**config.mk**
```make
export PLATFORM = sky130hd
export DESIGN_NAME = mem_port_arbiter
export DESIGN_NICKNAME = d
export VERILOG_FILES = /design/src/rtl/mem_port_arbiter.sv
export SDC_FILE = /design/constraint.sdc
export NUM_CORES = 1
export LEC_CHECK = 0
export ABC_AREA = 1
export CELL_PAD_IN_SITES_DETAIL_PLACEMENT = 1
export CELL_PAD_IN_SITES_GLOBAL_PLACEMENT = 1
export CORE_UTILIZATION = 25
export DETAILED_ROUTE_END_ITERATION = 16
export GPL_TIMING_DRIVEN = 0
export PLACE_DENSITY_LB_ADDON = 0.2
export RECOVER_POWER = 25
export SLEW_MARGIN = 10
export SYNTH_ARGS = -nofsm -noshare
export SYNTH_HDL_FRONTEND = slang
export SYNTH_SLANG_ARGS = --single-unit
```
**constraint.sdc**
```tcl
create_clock -name from_top_clk -period 3 [get_ports from_top_clk]
set_input_delay 0.45 -clock from_top_clk [delete_from_list [all_inputs] [get_ports from_top_clk]]
set_output_delay 0.45 -clock from_top_clk [all_outputs]
set_load 0.005 [all_outputs]
```
**src/rtl/mem_port_arbiter.sv**
```systemverilog
// Round-robin arbiter that shares one memory wrapper between the APB slave (port 0),
// the core data port (port 1) and instruction fetch (port 2). One access in flight at a time.
//
// state   | meaning
// --------+---------------------------------------------------------------
// S_IDLE  | searching ports round-robin from last_grant+1, ready to winner
// S_ISSUE | one-cycle memory strobe using latched request fields
// S_WAIT  | counting down read latency, capture read data at count 0
// S_RESP  | one-cycle response strobe to owner, rsp_err=0
// S_ERR   | misaligned request, one-cycle response strobe with rsp_err=1
module mem_port_arbiter #(
    parameter int DATA_LENGTH    = 32,
    parameter int ADDRESS_LENGTH = 32,
    parameter int MEM_RD_LATENCY = 1
) (
    input  logic                        from_top_clk,
    input  logic                        preset_n,
    input  logic [2:0]                  req_valid,
    input  logic [2:0]                  req_write,
    input  logic [3*ADDRESS_LENGTH-1:0] req_addr,
    input  logic [3*DATA_LENGTH-1:0]    req_wdata,
    input  logic [5:0]                  req_len,
    output logic [2:0]                  req_ready,
    output logic [2:0]                  rsp_valid,
    output logic [DATA_LENGTH-1:0]      rsp_rdata,
    output logic                        rsp_err,
    output logic                        to_mem_en,
    output logic                        to_mem_wr_en,
    output logic                        to_mem_rd_en,
    output logic [ADDRESS_LENGTH-1:0]   to_mem_address,
    output logic [DATA_LENGTH-1:0]      to_mem_data_in,
    output logic [1:0]                  to_mem_data_length,
    input  logic [DATA_LENGTH-1:0]      from_mem_data_out
);

    generate
        if (MEM_RD_LATENCY < 1 || MEM_RD_LATENCY > 7) begin : g_bad_latency
            $error("MEM_RD_LATENCY must be in 1..7");
        end
    endgenerate

    localparam logic [2:0] LAT_LOAD = 3'(MEM_RD_LATENCY - 1);

    typedef enum logic [2:0] {
        S_IDLE  = 3'd0,
        S_ISSUE = 3'd1,
        S_WAIT  = 3'd2,
        S_RESP  = 3'd3,
        S_ERR   = 3'd4
    } state_t;

    state_t                    state_q, state_d;
    logic [1:0]                last_grant_q;
    logic [1:0]                owner_q;
    logic                      write_q;
    logic [ADDRESS_LENGTH-1:0] addr_q;
    logic [DATA_LENGTH-1:0]    wdata_q;
    logic [1:0]                len_q;
    logic [2:0]                cnt_q;
    logic [DATA_LENGTH-1:0]    rdata_q;

    logic                      grant_vld;
    logic [1:0]                winner;
    logic [2:0]                cand;
    logic                      win_write;
    logic [ADDRESS_LENGTH-1:0] win_addr;
    logic [DATA_LENGTH-1:0]    win_wdata;
    logic [1:0]                win_len;
    logic                      win_misaligned;
    logic                      accept;

    // Search order starts one past the previous winner so every port waits at most two grants.
    always_comb begin
        grant_vld = 1'b0;
        winner    = 2'd0;
        cand      = 3'd0;
        for (int k = 1; k <= 3; k++) begin
            cand = {1'b0, last_grant_q} + 3'(k);
            if (cand >= 3'd3) begin
                cand = cand - 3'd3;
            end
            if (!grant_vld && req_valid[cand[1:0]]) begin
                grant_vld = 1'b1;
                winner    = cand[1:0];
            end
        end
    end

    always_comb begin
        win_write = req_write[0];
        win_addr  = req_addr[0 +: ADDRESS_LENGTH];
        win_wdata = req_wdata[0 +: DATA_LENGTH];
        win_len   = req_len[1:0];
        case (winner)
            2'd1: begin
                win_write = req_write[1];
                win_addr  = req_addr[ADDRESS_LENGTH +: ADDRESS_LENGTH];
                win_wdata = req_wdata[DATA_LENGTH +: DATA_LENGTH];
                win_len   = req_len[3:2];
            end
            2'd2: begin
                win_write = req_write[2];
                win_addr  = req_addr[2*ADDRESS_LENGTH +: ADDRESS_LENGTH];
                win_wdata = req_wdata[2*DATA_LENGTH +: DATA_LENGTH];
                win_len   = req_len[5:4];
            end
            default: ;
        endcase
    end

    assign win_misaligned = (win_len == 2'b10)
                          | ((win_len == 2'b01) & win_addr[0])
                          | ((win_len == 2'b11) & (|win_addr[1:0]));

    assign accept = (state_q == S_IDLE) && grant_vld;

    always_ff @(posedge from_top_clk) begin
        if (!preset_n) begin
            state_q <= S_IDLE;
        end else begin
            state_q <= state_d;
        end
    end

    always_comb begin
        state_d = state_q;
        case (state_q)
            S_IDLE: begin
                if (grant_vld) begin
                    state_d = win_misaligned ? S_ERR : S_ISSUE;
                end
            end
            S_ISSUE: state_d = write_q ? S_RESP : S_WAIT;
            S_WAIT: begin
                if (cnt_q == 3'd0) begin
                    state_d = S_RESP;
                end
            end
            S_RESP:  state_d = S_IDLE;
            S_ERR:   state_d = S_IDLE;
            default: state_d = S_IDLE;
        endcase
    end

    always_comb begin
        req_ready    = 3'b000;
        rsp_valid    = 3'b000;
        rsp_err      = 1'b0;
        to_mem_en    = 1'b0;
        to_mem_wr_en = 1'b0;
        to_mem_rd_en = 1'b0;
        case (state_q)
            S_IDLE: begin
                if (grant_vld && preset_n) begin
                    req_ready[winner] = 1'b1;
                end
            end
            S_ISSUE: begin
                to_mem_en    = 1'b1;
                to_mem_wr_en = write_q;
                to_mem_rd_en = !write_q;
            end
            S_RESP: rsp_valid[owner_q] = 1'b1;
            S_ERR: begin
                rsp_valid[owner_q] = 1'b1;
                rsp_err            = 1'b1;
            end
            default: ;
        endcase
    end

    always_ff @(posedge from_top_clk) begin
        if (!preset_n) begin
            last_grant_q <= 2'd2;
            owner_q      <= 2'd0;
            write_q      <= 1'b0;
            addr_q       <= '0;
            wdata_q      <= '0;
            len_q        <= 2'b00;
            cnt_q        <= 3'd0;
            rdata_q      <= '0;
        end else begin
            if (accept) begin
                last_grant_q <= winner;
                owner_q      <= winner;
                write_q      <= win_write;
                addr_q       <= win_addr;
                wdata_q      <= win_wdata;
                len_q        <= win_len;
            end
            if (state_q == S_ISSUE && !write_q) begin
                cnt_q <= LAT_LOAD;
            end
            if (state_q == S_WAIT) begin
                if (cnt_q == 3'd0) begin
                    rdata_q <= from_mem_data_out;
                end else begin
                    cnt_q <= cnt_q - 3'd1;
                end
            end
        end
    end

    assign rsp_rdata          = rdata_q;
    assign to_mem_address     = addr_q;
    assign to_mem_data_in     = wdata_q;
    assign to_mem_data_length = len_q;

endmodule
```
==> impl_metrics.yaml <==
run_status:
  status: "finished, final reports clean"
drt:
  finalWirelength_mm: 26.64
  drt_iter0_markers: 234
  antenna_left: 0
  wl_per_cell_um: 17.47
  firstDrtPassIters: 4
  drc: 0
  vias_per_cell: 4.603
  vias: 7020
grt:
  grt_pass1_vias: 7061
  track_usage_pct: 22.38
  grt_pass1_wl_mm: 40.21
  antenna_found_initial: 1
  grt_overflow_total: 0
  grt_max_degree: 23
synth:
  synth_nets: 1112
  ys_warn_count: 0
  synth_ff_type: "dfxtp_1"
  yosys.area.top_type: "dfxtp_1"
  synth_compound_area_share_pct: 19.96
  synth_cell_types: 29
  synth_top_family_by_area: "simple AND/OR/NAND/NOR gates"
  synth-adder-area-share_pct: 1.749
  synth_top_area_share_pct: 37.77
  synth_xor_area_share_pct: 0.1530
  synth_async_sr_flop_share_pct: 0
  synth_edf_count: 0
  ys_seq_area_share_pct: 37.77
  syn_avg_cell_area_um2: 6.610
  ys_ff_latch: 108
  synthMuxAreaShare_pct: 0
  synth_commonest_cells: "233 x nand2_1, 214 x nor2_1, 108 x dfxtp_1"
  yosysMostFrequentCell: "nand2_1"
  syn_inst: 866
  syn-cell-area_um2: 5724
  synthSimpleGateAreaFrac_pct: 32.57
  synthTopCellsByArea: "dfxtp_1 38%, nand2_1 15%, nor2_1 14%"
clock_network:
  cts_buffers: 9
  hold_buffers: 0
  cts.sinks: 108
  cts_tree: "yes"
  cts_buffer_depth: 2
  clk_latency_ns: 0.37
  cts_root_buffer: "clkbuf_16"
  htreeDepth: 3
  cts.clk_slew.worst_paths_ns: 0.08
floorplanning:
  ios: 346
  core.rowCount: 54
  die_h_um: 153.3
  die_area_um2: 23510
  initial_core_util_pct: 25.83
  die_w_um: 153.3
  coreArea_um2: 22160
sta:
  period_share_pct: 98.20
  maxSlewViolCount: 0
  slew_headroom_pct: 59.94
  fin_crit_ns: 2.946
  max_freq_mhz: 339.5
  worst_pin_slew_ns: 0.5976
  finalSetupTns_ns: 0
  hold_violations: 0
  rsz0062_at_grt: "yes"
  fin_skew_ns: 0.01116
  setup_viol: 0
flow_run:
  maxCapViolCount: 0
worst_setup_path:
  critical_path_required_ns: 2.55
  reg2regPathDepth: 19
  cp_max_fo: 8
  r2r-start: "last_grant_q[0]$_SDFFE_PN0P_"
  crit_path_end_kind: "output pin"
  worst_setup_path_start_kind: "register"
  r2r-end: "to_mem_address[27]$_SDFFE_PN0P_"
  arrival_ns: 2.50
  regToRegSetupSlack_ns: 0.12
  path_class: "register to output pin"
pwr:
  p_int_w: 0.006396
  p_per_area_nw_per_um2: 1237
  switching_share_pct: 49.26
  clockPowerShare_pct: 10.0
  combPwrFrac_pct: 72.8
  p_leak_nw: 4.563
  irDropWorstVdd_uv: 629.6
  p_seq_share_pct: 17.2
  p_switching_w: 0.006209
layout:
  fin_nets: 1486
  syn2layout_area_growth_pct: 78.08
  instances_no_fill: 1525
  layout-drive-gt1-share_pct: 9.317
  diodes: 0
placement:
  portBuffers: 345
  dp.cells: 1491
  dpl.hpwl_mm: 20.62
  finalWeightedCongestion: 0.8290
hold_path:
  min_from: "cnt_q[0]$_SDFF_PN0_"
  hold_end: "cnt_q[0]$_SDFF_PN0_"
  hold-path-cell-count: 1
  hp-class: "register to register"
-- flip-flops by register name, summed over array words and instances (netlist names) --
register,flops
rsp_rdata,32
to_mem_address,32
to_mem_data_in,32
cnt_q,3
state_q,3
last_grant_q,2
to_mem_data_length,2
owner_q,1
write_q,1
-- kinds of logic after synthesis --
| family | Yosys count |
|---|---|
| XOR/XNOR | 1 |
| AND/OR/NAND/NOR | 476 |
| flip-flops | 108 |
| buffers and inverters | 93 |
| adder cells (fa/ha/maj) | 8 |
| AO/OA/AOI/OAI | 180 |
-- power by group through the flow --
stage / Clock [W] / Sequential (W) / Combinational (W)
2_1_floorplan: 0 / 0.00220 / 0.00511
3_3_place_gp: 0 / 0.00219 / 0.00836
3_5_place_dp: 0 / 0.00221 / 0.00842
4_1_cts: 0.00129 / 0.00219 / 0.00896
5_1_grt: 0.00135 / 0.00223 / 0.0103
6_report: 0.00126 / 0.00217 / 0.00918
-- worst max-delay path by stage --
stage,start,end,slack (ns)
final,last_grant_q[0]$_SDFFE_PN0P_,req_ready[1],0.05
after global routing,last_grant_q[0]$_SDFFE_PN0P_,req_ready[1],-0.06
after CTS,last_grant_q[0]$_SDFFE_PN0P_,req_ready[2],-0.009
after detailed placement,last_grant_q[0]$_SDFFE_PN0P_,req_ready[2],-0.91
after global placement,last_grant_q[0]$_SDFFE_PN0P_,req_ready[2],-0.80
after floorplan,last_grant_q[0]$_SDFFE_PN0P_,req_ready[2],0.29
-- critical path: stages (launching register included) --
cell	delay, ns
dfxtp_4	0.39
inv_8	0.04
ha_4	0.32
inv_6	0.06
nand2_2	0.06
nand3_2	0.08
nand2_4	0.11
nand4_1	0.14
nand2_2	0.14
inv_2	0.05
ha_2	0.17
buf_6	0.12
buf_12	0.12
buf_8	0.11
nand2_1	0.04
nor2_1	0.04
buf_2	0.13
-- cells in the final DEF, fill, tap and decap left out, types with 11 or more instances in the layout --
cell,netlist,final
o21ai_0,96,93
buf_6,10,11
clkdlybuf4s50_1,0,293
a22o_1,63,63
clkbuf_1,30,24
nand2_1,233,227
buf_4,0,26
dlygate4sd3_1,0,49
nand3_1,13,11
o21ai_1,11,12
inv_1,24,20
nor2_1,214,212
dfxtp_1,108,106
-- what timing repair did --
| item | CTS | global route |
|---|---|---|
| pin swaps | 9 | 9 |
| gates resized for setup | 54 | 49 |
| hold endpoints to repair | 0 | 0 |
| endpoints found under the setup margin | 72 | 67 |
| buffers inserted | 10 | 10 |
-- routing by layer --
layer | vias to the layer above | routed length, um | part of all wire (%) | GRT usage, %
li1 | 3553 | - | - | -
met1 | 3196 | 10940 | 41 | 25.79
met2 | 246 | 13430 | 50 | 40.99
met3 | 23 | 1839 | 6.9 | 5.274
met4 | 2 | 417 | 1.6 | 6.061
met5 | - | 10 | 0.038 | 0
-- cell type report --
type | count | area, um^2
Clock inverter | 7 | 91.34
Clock buffer | 9 | 225.2
Multi-Input combinational cell | 665 | 3221
Inverter | 29 | 121.4
Fill cell | 2747 | 11970
Tap cell | 280 | 350.3
Timing Repair Buffer | 365 | 3592
Sequential cell | 108 | 2167
Buffer | 62 | 425.4
-- per-stage QoR --
stage | instance area (um^2) | setup WS (ns) | utilization, % | hold slack (ns) | total power, W
floorplan | 5724 | 0.2943 | - | 0.4264 | 0.007309
global placement | 9528 | -0.8000 | 42.99 | 0.4438 | 0.01055
detailed placement | 9528 | -0.9052 | 42.99 | 0.4572 | 0.01063
CTS | 10020 | -0.008689 | 45.23 | 0.4667 | 0.01244
global route | 10190 | -0.05502 | 46.00 | 0.4931 | 0.01384
finish | 10190 | 0.05414 | 46.00 | 0.4617 | 0.01260
Power figures use the tool's default switching activity.
